==> src/rtl/id_ex_stage.sv <==
// LC-3b ID/EX pipeline register: operand forwarding, load-use bubble insertion,
// memory-stall hold, branch squash and a saturating load-use bubble counter.

module id_ex_fwd_mux #(
    parameter int WIDTH = 16
) (
    input  logic [1:0]       sel,
    input  logic [WIDTH-1:0] rf_data,
    input  logic [WIDTH-1:0] mem_result,
    input  logic [WIDTH-1:0] ex_result,
    output logic [WIDTH-1:0] op
);
    // 2'b11 is reserved and falls back to the register file.
    always_comb begin
        op = rf_data;
        case (sel)
            2'b01:   op = mem_result;
            2'b10:   op = ex_result;
            default: op = rf_data;
        endcase
    end
endmodule

module id_ex_stage #(
    parameter int WIDTH = 16,
    parameter int CNT_W = 16
) (
    input  logic             clk,
    input  logic             reset_n,
    input  logic             id_valid,
    input  logic [3:0]       id_opcode,
    input  logic             id_imm_mode,
    input  logic [2:0]       id_dest,
    input  logic             id_regwrite,
    input  logic [WIDTH-1:0] id_sr1_data,
    input  logic [WIDTH-1:0] id_sr2_data,
    input  logic [WIDTH-1:0] id_imm,
    input  logic [1:0]       fwd_sel_a,
    input  logic [1:0]       fwd_sel_b,
    input  logic [WIDTH-1:0] ex_result,
    input  logic [WIDTH-1:0] mem_result,
    input  logic             mem_stall,
    input  logic             flush,
    output logic             id_stall,
    output logic             ex_valid,
    output logic [3:0]       ex_opcode,
    output logic             ex_imm_mode,
    output logic [2:0]       ex_dest,
    output logic             ex_regwrite,
    output logic [WIDTH-1:0] ex_op_a,
    output logic [WIDTH-1:0] ex_op_b,
    output logic [WIDTH-1:0] ex_imm,
    output logic [CNT_W-1:0] stall_count
);
    localparam int NUM_OPS = 2;
    localparam logic [3:0] OP_LDB = 4'b0010;
    localparam logic [3:0] OP_LDR = 4'b0110;
    localparam logic [3:0] OP_LDI = 4'b1010;

    logic [NUM_OPS-1:0][1:0]       sel;
    logic [NUM_OPS-1:0][WIDTH-1:0] rf_data;
    logic [NUM_OPS-1:0][WIDTH-1:0] fwd_data;
    logic                          ex_is_load;
    logic                          load_use;

    assign sel     = {fwd_sel_b, fwd_sel_a};
    assign rf_data = {id_sr2_data, id_sr1_data};

    for (genvar i = 0; i < NUM_OPS; i++) begin : g_fwd
        id_ex_fwd_mux #(.WIDTH(WIDTH)) u_mux (
            .sel        (sel[i]),
            .rf_data    (rf_data[i]),
            .mem_result (mem_result),
            .ex_result  (ex_result),
            .op         (fwd_data[i])
        );
    end

    // A load in EX has no data yet, so any consumer selecting ex_result must wait.
    assign ex_is_load = (ex_opcode == OP_LDR) || (ex_opcode == OP_LDB) || (ex_opcode == OP_LDI);
    assign load_use   = id_valid && ex_valid && ex_is_load &&
                        ((fwd_sel_a == 2'b10) || (fwd_sel_b == 2'b10));
    assign id_stall   = reset_n && !flush && (mem_stall || load_use);

    always_ff @(posedge clk) begin
        if (!reset_n) begin
            ex_valid    <= 1'b0;
            ex_opcode   <= '0;
            ex_imm_mode <= 1'b0;
            ex_dest     <= '0;
            ex_regwrite <= 1'b0;
            ex_op_a     <= '0;
            ex_op_b     <= '0;
            ex_imm      <= '0;
            stall_count <= '0;
        end else if (flush) begin
            ex_valid    <= 1'b0;
            ex_regwrite <= 1'b0;
        end else if (mem_stall) begin
            // whole pipeline holds; load_use is re-evaluated once the stall drops
        end else if (load_use) begin
            ex_valid    <= 1'b0;
            ex_regwrite <= 1'b0;
            if (stall_count != '1)
                stall_count <= stall_count + 1'b1;
        end else begin
            ex_valid    <= id_valid;
            ex_opcode   <= id_opcode;
            ex_imm_mode <= id_imm_mode;
            ex_dest     <= id_dest;
            ex_regwrite <= id_regwrite && id_valid;
            ex_op_a     <= fwd_data[0];
            ex_op_b     <= fwd_data[1];
            ex_imm      <= id_imm;
        end
    end
endmodule

==> config.mk <==
export PLATFORM = sky130hd
export DESIGN_NAME = id_ex_stage
export DESIGN_NICKNAME = d
export VERILOG_FILES = /design/src/rtl/id_ex_stage.sv
export SDC_FILE = /design/constraint.sdc
export NUM_CORES = 1
export LEC_CHECK = 0
export CELL_PAD_IN_SITES_DETAIL_PLACEMENT = 1
export CELL_PAD_IN_SITES_GLOBAL_PLACEMENT = 2
export CORE_UTILIZATION = 21
export DETAILED_ROUTE_END_ITERATION = 8
export GPL_ROUTABILITY_DRIVEN = 1
export PLACE_DENSITY_LB_ADDON = 0.1
export SKIP_LAST_GASP = 1
export SYNTH_ARGS = -nofsm -noshare
export SYNTH_HDL_FRONTEND = slang
export SYNTH_HIERARCHICAL = 1
export SYNTH_SLANG_ARGS = --single-unit
==> constraint.sdc <==
create_clock -name clk -period 1.6 [get_ports clk]
set_clock_uncertainty 0.2 [all_clocks]
set_input_delay 0.24 -clock clk [delete_from_list [all_inputs] [get_ports clk]]
set_output_delay 0.24 -clock clk [all_outputs]
set_load 0.01 [all_outputs]
==> results of run 1 <==
timing repair:
action                     4_1_cts  5_1_grt
gates cloned                    14        0
resized for setup              205       88
hold buffers                     0        0
hold endpoints to repair         0        0
setup buffers                   16        2
setup endpoints to repair      149       75
pin swaps                       45       14
how the worst max path moves through the flow:
stage	start	endpoint	cells past startpoint	slack (ns)
floorplan	ex_opcode[0]	stall_count[7]	6	-0.13
global placement	id_valid	id_stall	6	-0.74
detailed placement	id_valid	id_stall	6	-0.73
CTS	ex_opcode[0]	stall_count[14]	5	-0.30
global route	ex_opcode[0]	stall_count[0]	5	-0.33
finish	ex_opcode[0]	stall_count[0]	5	-0.26
layer usage:
layer	routed length (um)	track usage	vias up
met5	0	0	-
met4	436	0.0772	0
met3	766	0.0340	27
met2	10400	0.376	107
met1	9490	0.273	2384
li1	-	-	2338
cells by family (layout without fill, tap and decap cells):
family	after synthesis	in the layout
buf+inv	57	296
fa+ha+maj	5	5
simple gates	144	145
mux	2	2
compound gates	211	212
flops	74	74
other cells	0	2
tightest hold or removal path, cell delays in order:
cell	delay, ns
sky130_fd_sc_hd__clkdlybuf4s50_1	0.41
sky130_fd_sc_hd__nand3_2	0.07
sky130_fd_sc_hd__a21oi_2	0.05
area by class of cell:
class / count / area [um2] / area share
Inverter: 6 / 22.5 / 0.00276
Timing Repair Buffer: 274 / 2860 / 0.351
Sequential cell: 74 / 1510 / 0.185
Clock buffer: 9 / 225 / 0.0276
Clock inverter: 7 / 85.1 / 0.0104
Multi-Input combinational cell: 364 / 3110 / 0.382
Tap cell: 260 / 325 / 0.0399
Antenna cell: 2 / 5.00 / 0.000614
report_power, final:
| group | internal [mW] | total [mW] | switching, mW | leakage (nW) |
|---|---|---|---|---|
| Combinational | 0.598 | 1.20 | 0.601 | 2.28 |
| Clock | 1.24 | 2.18 | 0.945 | 0.146 |
| Sequential | 1.90 | 1.94 | 0.0361 | 0.611 |
synth_stat cells, types with 7 or more instances:
cell / count
sky130_fd_sc_hd__a22oi_2: 20
sky130_fd_sc_hd__buf_2: 10
sky130_fd_sc_hd__o21ai_0: 68
sky130_fd_sc_hd__or4_1: 9
sky130_fd_sc_hd__a21oi_1: 71
sky130_fd_sc_hd__a22oi_1: 12
sky130_fd_sc_hd__nand3_1: 62
sky130_fd_sc_hd__o21ai_1: 18
sky130_fd_sc_hd__clkbuf_1: 23
sky130_fd_sc_hd__dfxtp_1: 74
sky130_fd_sc_hd__nand2_1: 41
sky130_fd_sc_hd__o31ai_1: 7
per-stage QoR:
| stage | cells | power [mW] | util | hold WS [ns] | instance area (um2) |
|---|---|---|---|---|---|
| after floorplan | 493 | 2.40 | - | 0.158 | 4190 |
| after global placement | 949 | 3.00 | 0.348 | 0.243 | 6550 |
| after detailed placement | 949 | 3.01 | 0.348 | 0.259 | 6550 |
| after CTS | 995 | 5.30 | 0.413 | 0.231 | 7780 |
| after global routing | 996 | 5.56 | 0.433 | 0.250 | 8150 |
| final | 996 | 5.32 | 0.433 | 0.258 | 8150 |
sequential cells by signal (all words and copies together), names as in the netlist:
name and cells:
ex_imm_mode 1, ex_op_b 16, ex_valid 1, ex_op_a 16, ex_regwrite 1, ex_imm 16
ex_opcode 4, ex_dest 3, stall_count 16
==> out/summary.log, run 1 <==
[logic_synthesis] most frequently used flop master after synthesis sky130_fd_sc_hd__dfxtp_1
[pwr] Pwr Density 653 nW/um2
[placed_design] setup slack after placement -0.734 ns
[detailed_routing] via count 4856
[placed_design] port buffer count 172
[die] Die Footprint 19900 um2
[logic_synthesis] number of flops mapped to enable cells by yosys 0
[logic_synthesis] Synth Instances 493
[sta] max-slew violation count 0
[detailed_routing] number of optimization iterations in the first detailed-route pass 4
[critical_path] Worst Setup Path Type register to register
[logic_synthesis] Post-Synth Adder-Cell Area 0.0154
[sta] transition time at the pin with the least slew margin 0.430 ns
[die] placeable core region 18800 um2
[cells_and_area] fraction of layout cells with a size suffix above 1 0.421
[sta] Total Negative Setup Slacks -13.09 ns
[clocking] Max H-tree Level 3
[logic_synthesis] Distinct cells, synth 48
[sta] fin crit period 1.86 ns
[cells_and_area] most common cell after layout, fill and taps aside sky130_fd_sc_hd__clkdlybuf4s50_1
[critical_path] gate family responsible for the most delay along the worst path simple AND/OR/NAND/NOR gates
[min_path] end point of the worst hold path ex_imm[12]
[critical_path] setup slack of the worst register-to-register path -0.26 ns
[critical_path] maximum cell stage delay along the critical path 0.54 ns
[placed_design] Post-DP HPWL 13.0 mm
[pwr] Worst IR Drop VDD 0.499 mV
[sta] setup repair after global routing missed its margin true
[logic_synthesis] Net Count, Synth 596
[detailed_routing] drt initial violations 200
[global_routing] aggregate global routing overflow 0
[die] top-level I/O count 173
[logic_synthesis] Yosys top cell area share 0.366
[sta] smallest setup slack after layout -0.264 ns
[logic_synthesis] main area contributors after synthesis sky130_fd_sc_hd__dfxtp_1 37%, sky130_fd_sc_hd__a21oi_1 8.8%, sky130_fd_sc_hd__o21ai_0 8.4%
[sta] Setup-failing EPs final 75
[cells_and_area] most frequent cells in the layout 90 x sky130_fd_sc_hd__clkdlybuf4s50_1, 80 x sky130_fd_sc_hd__dlygate4sd2_1, 67 x sky130_fd_sc_hd__buf_4
[logic_synthesis] netlist area before placement 4050 um2
[die] horizontal extent of the die 141 um
[critical_path] reg-to-reg critical path startpoint ex_opcode[0]
[critical_path] cell depth of the worst flop-to-flop path 5
[detailed_routing] per-cell routed wire length 21.2 um
[logic_synthesis] cell type with the highest aggregate area in the netlist sky130_fd_sc_hd__dfxtp_1
[critical_path] required time of the critical path 1.67 ns
[global_routing] antenna violations before repair 2
[logic_synthesis] count of yosys warnings during synthesis 6
[detailed_routing] residual DRC count 0
[die] number of placement rows 50
[sta] highest clock rate 536 MHz
[logic_synthesis] share of the yosys chip area belonging to registers 0.366
[min_path] launch point of the worst hold path id_imm[12]
[logic_synthesis] Simple-Gate Fraction of Synth Area 0.194
[clocking] Clock Path Buffers 2
[min_path] Min-Delay Path Depth 3
[critical_path] worst path buffer plus inverter count 1
[flow_run] number of maximum-capacitance constraint violations 0
[die] starting density of the core 0.215
[logic_synthesis] portion of netlist area occupied by mux cells 0.00494
[critical_path] endpoint arrival time on the critical path 1.93 ns
[critical_path] Worst R2R End stall_count[0]
[clocking] TritonCTS clock tree yes
[critical_path] Critical Path End Type register
[sta] slew margin rel. 0.711
[run_status] result of the run finished, violations left
[die] die height 141 um
[pwr] Static Leakage 3.04 nW
[global_routing] number of global-route vias before repair 5129
[detailed_routing] post-route antenna net violation count 0
[run_status] failing checks negative setup slack
[sta] final-report hold violation count 0
[clocking] number of sinks on the clock net 74
[cells_and_area] final net count 832
[cells_and_area] Area growth, synth to finish 101%
[sta] part of the cycle the worst path needs 1.17
[critical_path] chain of cells forming the critical path and4b_2 > buf_6 > o211ai_4 > or4_4 > a21oi_2
[critical_path] CP startpoint kind register
[logic_synthesis] post-synthesis async set-or-reset flop share 0
[critical_path] Slowest-stage cell, CP sky130_fd_sc_hd__or4_4
[clocking] worst-skew pair later-pin latency 0.35 ns
[clocking] number of buffers created by CTS 9
[placed_design] routability congestion estimate 0.777
[clocking] Clock transition at path regs 0.07 ns
[critical_path] worst-path maximum fanout 7
[logic_synthesis] area fraction in compound gates after synthesis 0.331
[clocking] clock tree root driver cell sky130_fd_sc_hd__clkbuf_16
[detailed_routing] Via density 4.88
[global_routing] global routing usage summed across all routing layers 0.217
[detailed_routing] wire length reported by the detailed router 21.1 mm
[logic_synthesis] flip-flop and latch count after synthesis 74
[global_routing] largest net degree at the start of global routing 33
[logic_synthesis] average cell area after synthesis 8.22 um2
[logic_synthesis] post-synthesis xor/xnor area fraction 0
[cells_and_area] number of filler cells placed in the layout 2103
[logic_synthesis] dominant combinational cell family by area after synthesis compound AO/OA/AOI/OAI gates
[global_routing] global-route wire length before repair 31.9 mm
[min_path] Hold Path Class input pin to register
Power figures use the tool's default switching activity.
==> inputs of run 2 (changes only) <==
Settings changed: HOLD_SLACK_MARGIN from default to 0.05.
==> results of run 2 <==
The final DEF is identical to that of run 1; final timing and power are the same.
